==> src/rtl/fib_seq_gen.sv <==
// fib_seq_gen: sequential Fibonacci generator.
// Accepts an index n on a valid/ready request channel, iterates a/b
// n times, and returns F(n) on a valid/ready response channel.
// rsp_ovf flags that the true F(n) does not fit in WIDTH bits.
// Optional build macro FIB_SAT_EN: saturate rsp_value to all ones on overflow.
//
// Handshake semantics (both channels): a transfer happens on a rising edge
// where valid and ready are both high. The producer holds valid and its
// payload stable until that edge; ready may be asserted at any time and
// has no effect while valid is low.
module fib_seq_gen #(
  parameter int WIDTH = 8,
  parameter int IDX_W = 5
) (
  input  logic             clk,
  input  logic             rst_n,
  input  logic             req_valid,
  output logic             req_ready,
  input  logic [IDX_W-1:0] req_idx,
  output logic             rsp_valid,
  input  logic             rsp_ready,
  output logic [WIDTH-1:0] rsp_value,
  output logic             rsp_ovf,
  output logic             busy
);

  typedef enum logic [1:0] {
    IDLE = 2'd0,
    CALC = 2'd1,
    DONE = 2'd2
  } state_t;

  state_t           state;
  state_t           state_nxt;

  // a holds F(k), b holds F(k+1); ovf_a/ovf_b flag that the true term
  // exceeded WIDTH bits. b runs one term ahead, so only ovf_a reaches
  // the response.
  logic [WIDTH-1:0] a;
  logic [WIDTH-1:0] b;
  logic [IDX_W-1:0] cnt;
  logic             ovf_a;
  logic             ovf_b;
  logic [WIDTH:0]   sum;
  logic             req_fire;
  logic             rsp_fire;
  logic [WIDTH-1:0] result;

  assign sum      = {1'b0, a} + {1'b0, b};
  assign req_fire = req_valid && req_ready;
  assign rsp_fire = rsp_valid && rsp_ready;

`ifdef FIB_SAT_EN
  assign result = ovf_a ? {WIDTH{1'b1}} : a;
`else
  assign result = a;
`endif

  // State register.
  always_ff @(posedge clk or negedge rst_n) begin
    if (!rst_n) begin
      state <= IDLE;
    end else begin
      state <= state_nxt;
    end
  end

  // Next-state decode and state-derived outputs.
  always_comb begin
    state_nxt = state;
    req_ready = 1'b0;
    busy      = 1'b1;
    case (state)
      IDLE: begin
        req_ready = 1'b1;
        busy      = 1'b0;
        if (req_valid) begin
          state_nxt = CALC;
        end
      end
      CALC: begin
        if (cnt == '0) begin
          state_nxt = DONE;
        end
      end
      DONE: begin
        if (rsp_fire) begin
          state_nxt = IDLE;
        end
      end
      default: begin
        state_nxt = IDLE;
      end
    endcase
  end

  // Iteration datapath and registered response.
  always_ff @(posedge clk or negedge rst_n) begin
    if (!rst_n) begin
      a         <= '0;
      b         <= '0;
      cnt       <= '0;
      ovf_a     <= 1'b0;
      ovf_b     <= 1'b0;
      rsp_valid <= 1'b0;
      rsp_value <= '0;
      rsp_ovf   <= 1'b0;
    end else begin
      case (state)
        IDLE: begin
          if (req_fire) begin
            cnt   <= req_idx;
            a     <= '0;
            b     <= {{(WIDTH-1){1'b0}}, 1'b1};
            ovf_a <= 1'b0;
            ovf_b <= 1'b0;
          end
        end
        CALC: begin
          if (cnt != '0) begin
            a     <= b;
            b     <= sum[WIDTH-1:0];
            ovf_a <= ovf_b;
            ovf_b <= ovf_a | ovf_b | sum[WIDTH];
            cnt   <= cnt - 1'b1;
          end else begin
            rsp_value <= result;
            rsp_ovf   <= ovf_a;
            rsp_valid <= 1'b1;
          end
        end
        DONE: begin
          if (rsp_fire) begin
            rsp_valid <= 1'b0;
          end
        end
        default: begin
          rsp_valid <= 1'b0;
        end
      endcase
    end
  end

endmodule
==> config.mk <==
export PLATFORM = sky130hd
export DESIGN_NAME = fib_seq_gen
export DESIGN_NICKNAME = d
export VERILOG_FILES = /design/src/rtl/fib_seq_gen.sv
export SDC_FILE = /design/constraint.sdc
export NUM_CORES = 1
export LEC_CHECK = 0
export ABC_AREA = 1
export CAP_MARGIN = 20
export CORE_MARGIN = 5
export CORE_UTILIZATION = 40
export CTS_CLUSTER_SIZE = 40
export DETAILED_ROUTE_END_ITERATION = 8
export GPL_TIMING_DRIVEN = 0
export SLEW_MARGIN = 20
export SYNTH_ARGS = -nofsm -noshare
export SYNTH_HDL_FRONTEND = slang
export SYNTH_SLANG_ARGS = --single-unit
==> constraint.sdc <==
create_clock -name clk -period 4 [get_ports clk]
set_input_delay 0.8 -clock clk [delete_from_list [all_inputs] [get_ports clk]]
set_output_delay 0.8 -clock clk [all_outputs]
set_load 0.01 [all_outputs]
== After elaboration in Yosys (flattened, before gate mapping) ==
Index checks and enable logic that the tools add are counted.

* Word-level logic and storage cells: 56
* Output and inout port bits: 12
* Register bits: 35
* Input bits: 9

* Add/subtract/negate cells: 2
* Reduce and logical (&&, ||, !) cells: 10
* Bitwise logic cells: 4
* Mux-type cells: 23
* Equal/unequal tests: 8

{| class="wikitable"
|+ Operators with widths
! kind !! count
|-
| 8-bit 2-to-1 mux || 4
|-
| 8-bit case mux with 2 select lines || 2
|-
| 2-bit inequality test, second input constant || 6
|-
| 5-bit 2-to-1 mux || 2
|-
| 5-bit case mux with 2 select lines || 1
|-
| 8-bit by 8-bit adder with 9-bit output || 1
|-
| 3-bit AND reduction || 3
|-
| 1-bit 2-to-1 mux || 7
|-
| 2-bit 2-to-1 mux || 3
|-
| 2-bit case mux with 3 select lines || 1
|-
| 5-bit zero test || 1
|-
| 5-bit nonzero test || 1
|-
| 5-bit by 1-bit subtractor with 5-bit output, second input constant || 1
|-
| 1-bit case mux with 2 select lines || 2
|-
| 1-bit case mux with 3 select lines || 1
|-
| 2-bit by 1-bit equality test with 1-bit output, second input constant || 1
|-
| 2-bit equality test, second input constant || 1
|-
| 1-bit logical AND || 2
|-
| 2-bit zero test || 1
|-
| 1-bit inverter || 2
|-
| 1-bit bitwise OR || 2
|-
| 2-bit AND reduction || 1
|-
| 2-bit nonzero test || 1
|}

== Depth between registers and ports, before layout ==
* Depth after elaboration: 5
* Gate-level depth with buffers: 10
* Gate-level depth less buffers: 9

== Worst setup path after synthesis ==
OpenSTA, ideal clock, no wires.

* Kind: register -> output
* Start point: reg state[1]
* End point: out busy
* Arrival time: 0.735 ns
* Cell stages (with the launch flop): 3
* Path buffers: 0
* Required time: 3.200 ns
* Setup slack: 2.465 ns
* Path through: dfrtp_1 nor2_2 inv_1

* Word-level cells in the longest chain between the ends: 2

{| class="wikitable"
|+ Ends and longest elaborated chain
! what !! RTL line !! RTL
|-
| from (decl) || 33 || <nowiki>state_t state;</nowiki>
|-
| from (signal assigned) || 64 || <nowiki>state <= state_nxt;</nowiki>
|-
| 2-bit zero test || 73 || <nowiki>case (state)</nowiki>
|-
| 1-bit 2-to-1 mux || 73 ||
|-
| to (decl) || 24 || <nowiki>output logic busy</nowiki>
|}

Every way passes these cells.

== Final worst setup path ==
* Start point: reg state[1]
* End point: out req_ready

* Word-level cells in the longest chain between the ends: 2

{| class="wikitable"
|+ Ends and longest elaborated chain
! what !! RTL line !! RTL
|-
| 2-bit zero test || 73 ||
|-
| 1-bit 2-to-1 mux || 73 ||
|-
| to (decl) || 18 || <nowiki>output logic req_ready,</nowiki>
|}

Every way passes these cells.

==> flow_summary.yaml <==
floorplanning:
  die_h_um: 77.7
  die_area_mm2: 0.00604
  boundaryPins: 21
  core-area_mm2: 0.00441
  initial_core_util: 0.416
  die_x_um: 77.7
  rows: 24
clock_network:
  clkTransAtPathRegs_ns: 0.07
  cts_tree: "built"
  clockRootBuffer: "clkbuf_8"
  htreeDepth: 2
  cts.sinks: 35
  clock_latency_ns: 0.29
  cts_resized: 0
  holdBufCountCts: 0
  numCtsBuffers: 5
  ctsLongestPathBuffers: 2
  post_cts_buffers: 0
synth:
  netlist_area_mm2: 0.00184
  synth_common_cells: "nand2_1, dfrtp_1, inv_1"
  yosys_warnings: 0
  synth_sequential_area_ratio: 0.477
  yosysMostFrequentCell: "nand2_1"
  synth_edf_count: 0
  async_flop_share: 1.00
  avgSynthCellArea_um2: 8.66
  synth_cell_types: 24
  ys_top_cells_by_area: "dfrtp_1, nand2_1, ha_1, inv_1, nand3_1"
  synth_seq_cells: 35
  yosysTopAreaCellShare: 0.477
  synth_fp_nets: 231
  syn_inst: 212
  synth-main-ff-cell: "dfrtp_1"
  yosysTopAreaCell: "dfrtp_1"
detailed_routing:
  drcViolationCount: 0
  num_vias: 1430
  routedWlPerCell_um: 12.4
  drt_iter0_markers: 98
  drt_wl_total_mm: 3.63
  first_pass_iters: 4
  drtAntennaViolNets: 0
  vias_per_cell: 4.88
placed_design:
  place_hpwl_mm: 2.68
  gp_congestion: 0.821
  placed_cells: 285
  pre_cts_slack_ns: 1.94
  port-buffer-count: 20
layout:
  finish.utilization: 0.499
  drive_above_1_share: 0.149
  diodes: 0
  fin_cells: 293
  fillCellCount: 430
  nets: 259
  syn2layout_area_growth_pct: 20.1
job:
  cap_violations: 0
setup_path:
  cpMaxStageDelayCell: "clkdlybuf4s50_1"
  arrival_ns: 1.49
  cp_max_fo: 4
  critPathMaxStageDelay_ns: 0.57
  critical_path_required_ns: 3.20
  critPathCaptureType: "primary output"
  start_kind: "register"
  worstPathCellList: "nor2_2, clkdlybuf4s50_1"
  critPathKind: "reg2out"
sta:
  final.setup.tns_ns: 0
  finalSetupViolations: 0
  period_needed_ns: 2.29
  hold_viol: 0
  period_share: 0.571
  setup_ws_ns: 1.71
  rsz0062_at_grt: "false"
  max_freq_mhz: 438
  slew_violations: 0
  worst_slew_pin_slew_ns: 0.360
  relSlewSlack: 0.760
  skew_ns: 0.00924
global_route:
  antenna_found_initial: 0
  grt_max_degree: 23
  grt_pass1_wl_mm: 6.52
  grt_overflow: 0
  grt_use_total: 0.136
  grt_pass1_vias: 1486
outcome:
  status: "finished, final reports clean"
pwr:
  total_power_uw: 2050
  power_density_mw_per_mm2: 929
  power_leakage_uw: 0.00110
  peakVddDrop_mv: 0.532
worst_hold_path:
  hold_class: "in2async"
## power by group
part | total [µW] | switching [µW] | internal, µW | leakage, µW
clock | 244 | 122 | 122 | 0.0000422
combinational | 1170 | 687 | 486 | 0.000619
sequential | 630 | 101 | 530 | 0.000436
total | 2050 | 909 | 1140 | 0.00110
## path summary, 6_finish.rpt
check / start / to / slack (ns) / depth (start not counted)
setup / recovery: state[1]$_DFFE_PN0P_ / req_ready / 1.71 / 2
hold / removal: rst_n / rsp_ovf$_DFFE_PN0P_ / 0.41 / 1
setup reg to reg: a[0]$_DFFE_PN0P_ / b[4]$_DFFE_PN0P_ / 2.38 / 7
hold reg to reg: rsp_value[3]$_DFFE_PN0P_ / rsp_value[3]$_DFFE_PN0P_ / 0.48 / 2
max in group asynchronous: rst_n / cnt[2]$_DFFE_PN0P_ / 3.15 / 2
min in group clk: rsp_value[3]$_DFFE_PN0P_ / rsp_value[3]$_DFFE_PN0P_ / 0.48 / 2
## cells by family after synthesis
| family | after synthesis | synth area share |
|---|---|---|
| simple gates | 89 | 0.222 |
| compound gates | 40 | 0.132 |
| xor+xnor | 3 | 0.0143 |
| flops | 35 | 0.477 |
| buf+inv | 35 | 0.0825 |
| fa+ha+maj | 10 | 0.0723 |
## placed cells by master, fill, tap and decap left out
cell             Yosys  layout
fa_1                 1       1
clkdlybuf4s50_1      0      19
dfrtp_1             35      35
nor2_4               2       2
nand2_4              2       2
buf_6                2       2
buf_16               0       1
o21ai_0              7       7
clkbuf_8             0       5
nand2_2              2       2
inv_4                1       1
buf_2                2       3
a21oi_1              7       7
clkbuf_1             0       2
inv_1               26      26
nand3_1             17      17
inv_2                4       4
xor2_1               2       2
nand3b_1             2       2
clkinv_2             0       1
xnor2_1              1       1
ha_1                 9       9
nand2_1             52      52
o21ai_2              9       9
o22ai_1              6       6
nor2_2               2       2
nor2_1               8       8
o21ai_1             11      11
or2_2                2       2
## flip-flops by register name, indices dropped and copies added, names as in the netlist
signal and count:
a 8, b 8, cnt 5, ovf_a 1
ovf_b 1, rsp_ovf 1, rsp_valid 1, rsp_value 8
state 2
## layer usage
layer / GRT usage / part of all wire / routed length [µm]
met1: 0.170 / 0.46 / 1680
met5: 0 / 0 / 0
met4: 0.0670 / 0.013 / 48
met3: 0.0347 / 0.062 / 226
met2: 0.220 / 0.46 / 1670
## area by class of cell
type | count | area [µm²] | share of cell area
flip-flops and latches | 35 | 876 | 0.397
multi-input cells | 142 | 808 | 0.367
repair buffers | 21 | 223 | 0.101
inverters | 31 | 119 | 0.0539
clock buffers | 7 | 76.3 | 0.0346
well taps | 52 | 65.1 | 0.0295
plain buffers | 4 | 32.5 | 0.0148
clock inverters | 1 | 5.00 | 0.00227
## per-stage QoR
| step | hold slack, ns | area [µm²] |
|---|---|---|
| 6_report | 0.410 | 2200 |
| 5_1_grt | 0.441 | 2200 |
| 2_1_floorplan | 0.485 | 1840 |
| 3_5_place_dp | 0.469 | 2120 |
| 4_1_cts | 0.423 | 2200 |
| 3_3_place_gp | 0.466 | 2100 |
## critical path, delay by kind of cell (launching register included)
kind | cells | cell delay, ns
AND/OR/NAND/NOR | 1 | 0.19
buffers and inverters | 1 | 0.57
flip-flops | 1 | 0.44
No activity file was read; power rests on OpenSTA's default activity.
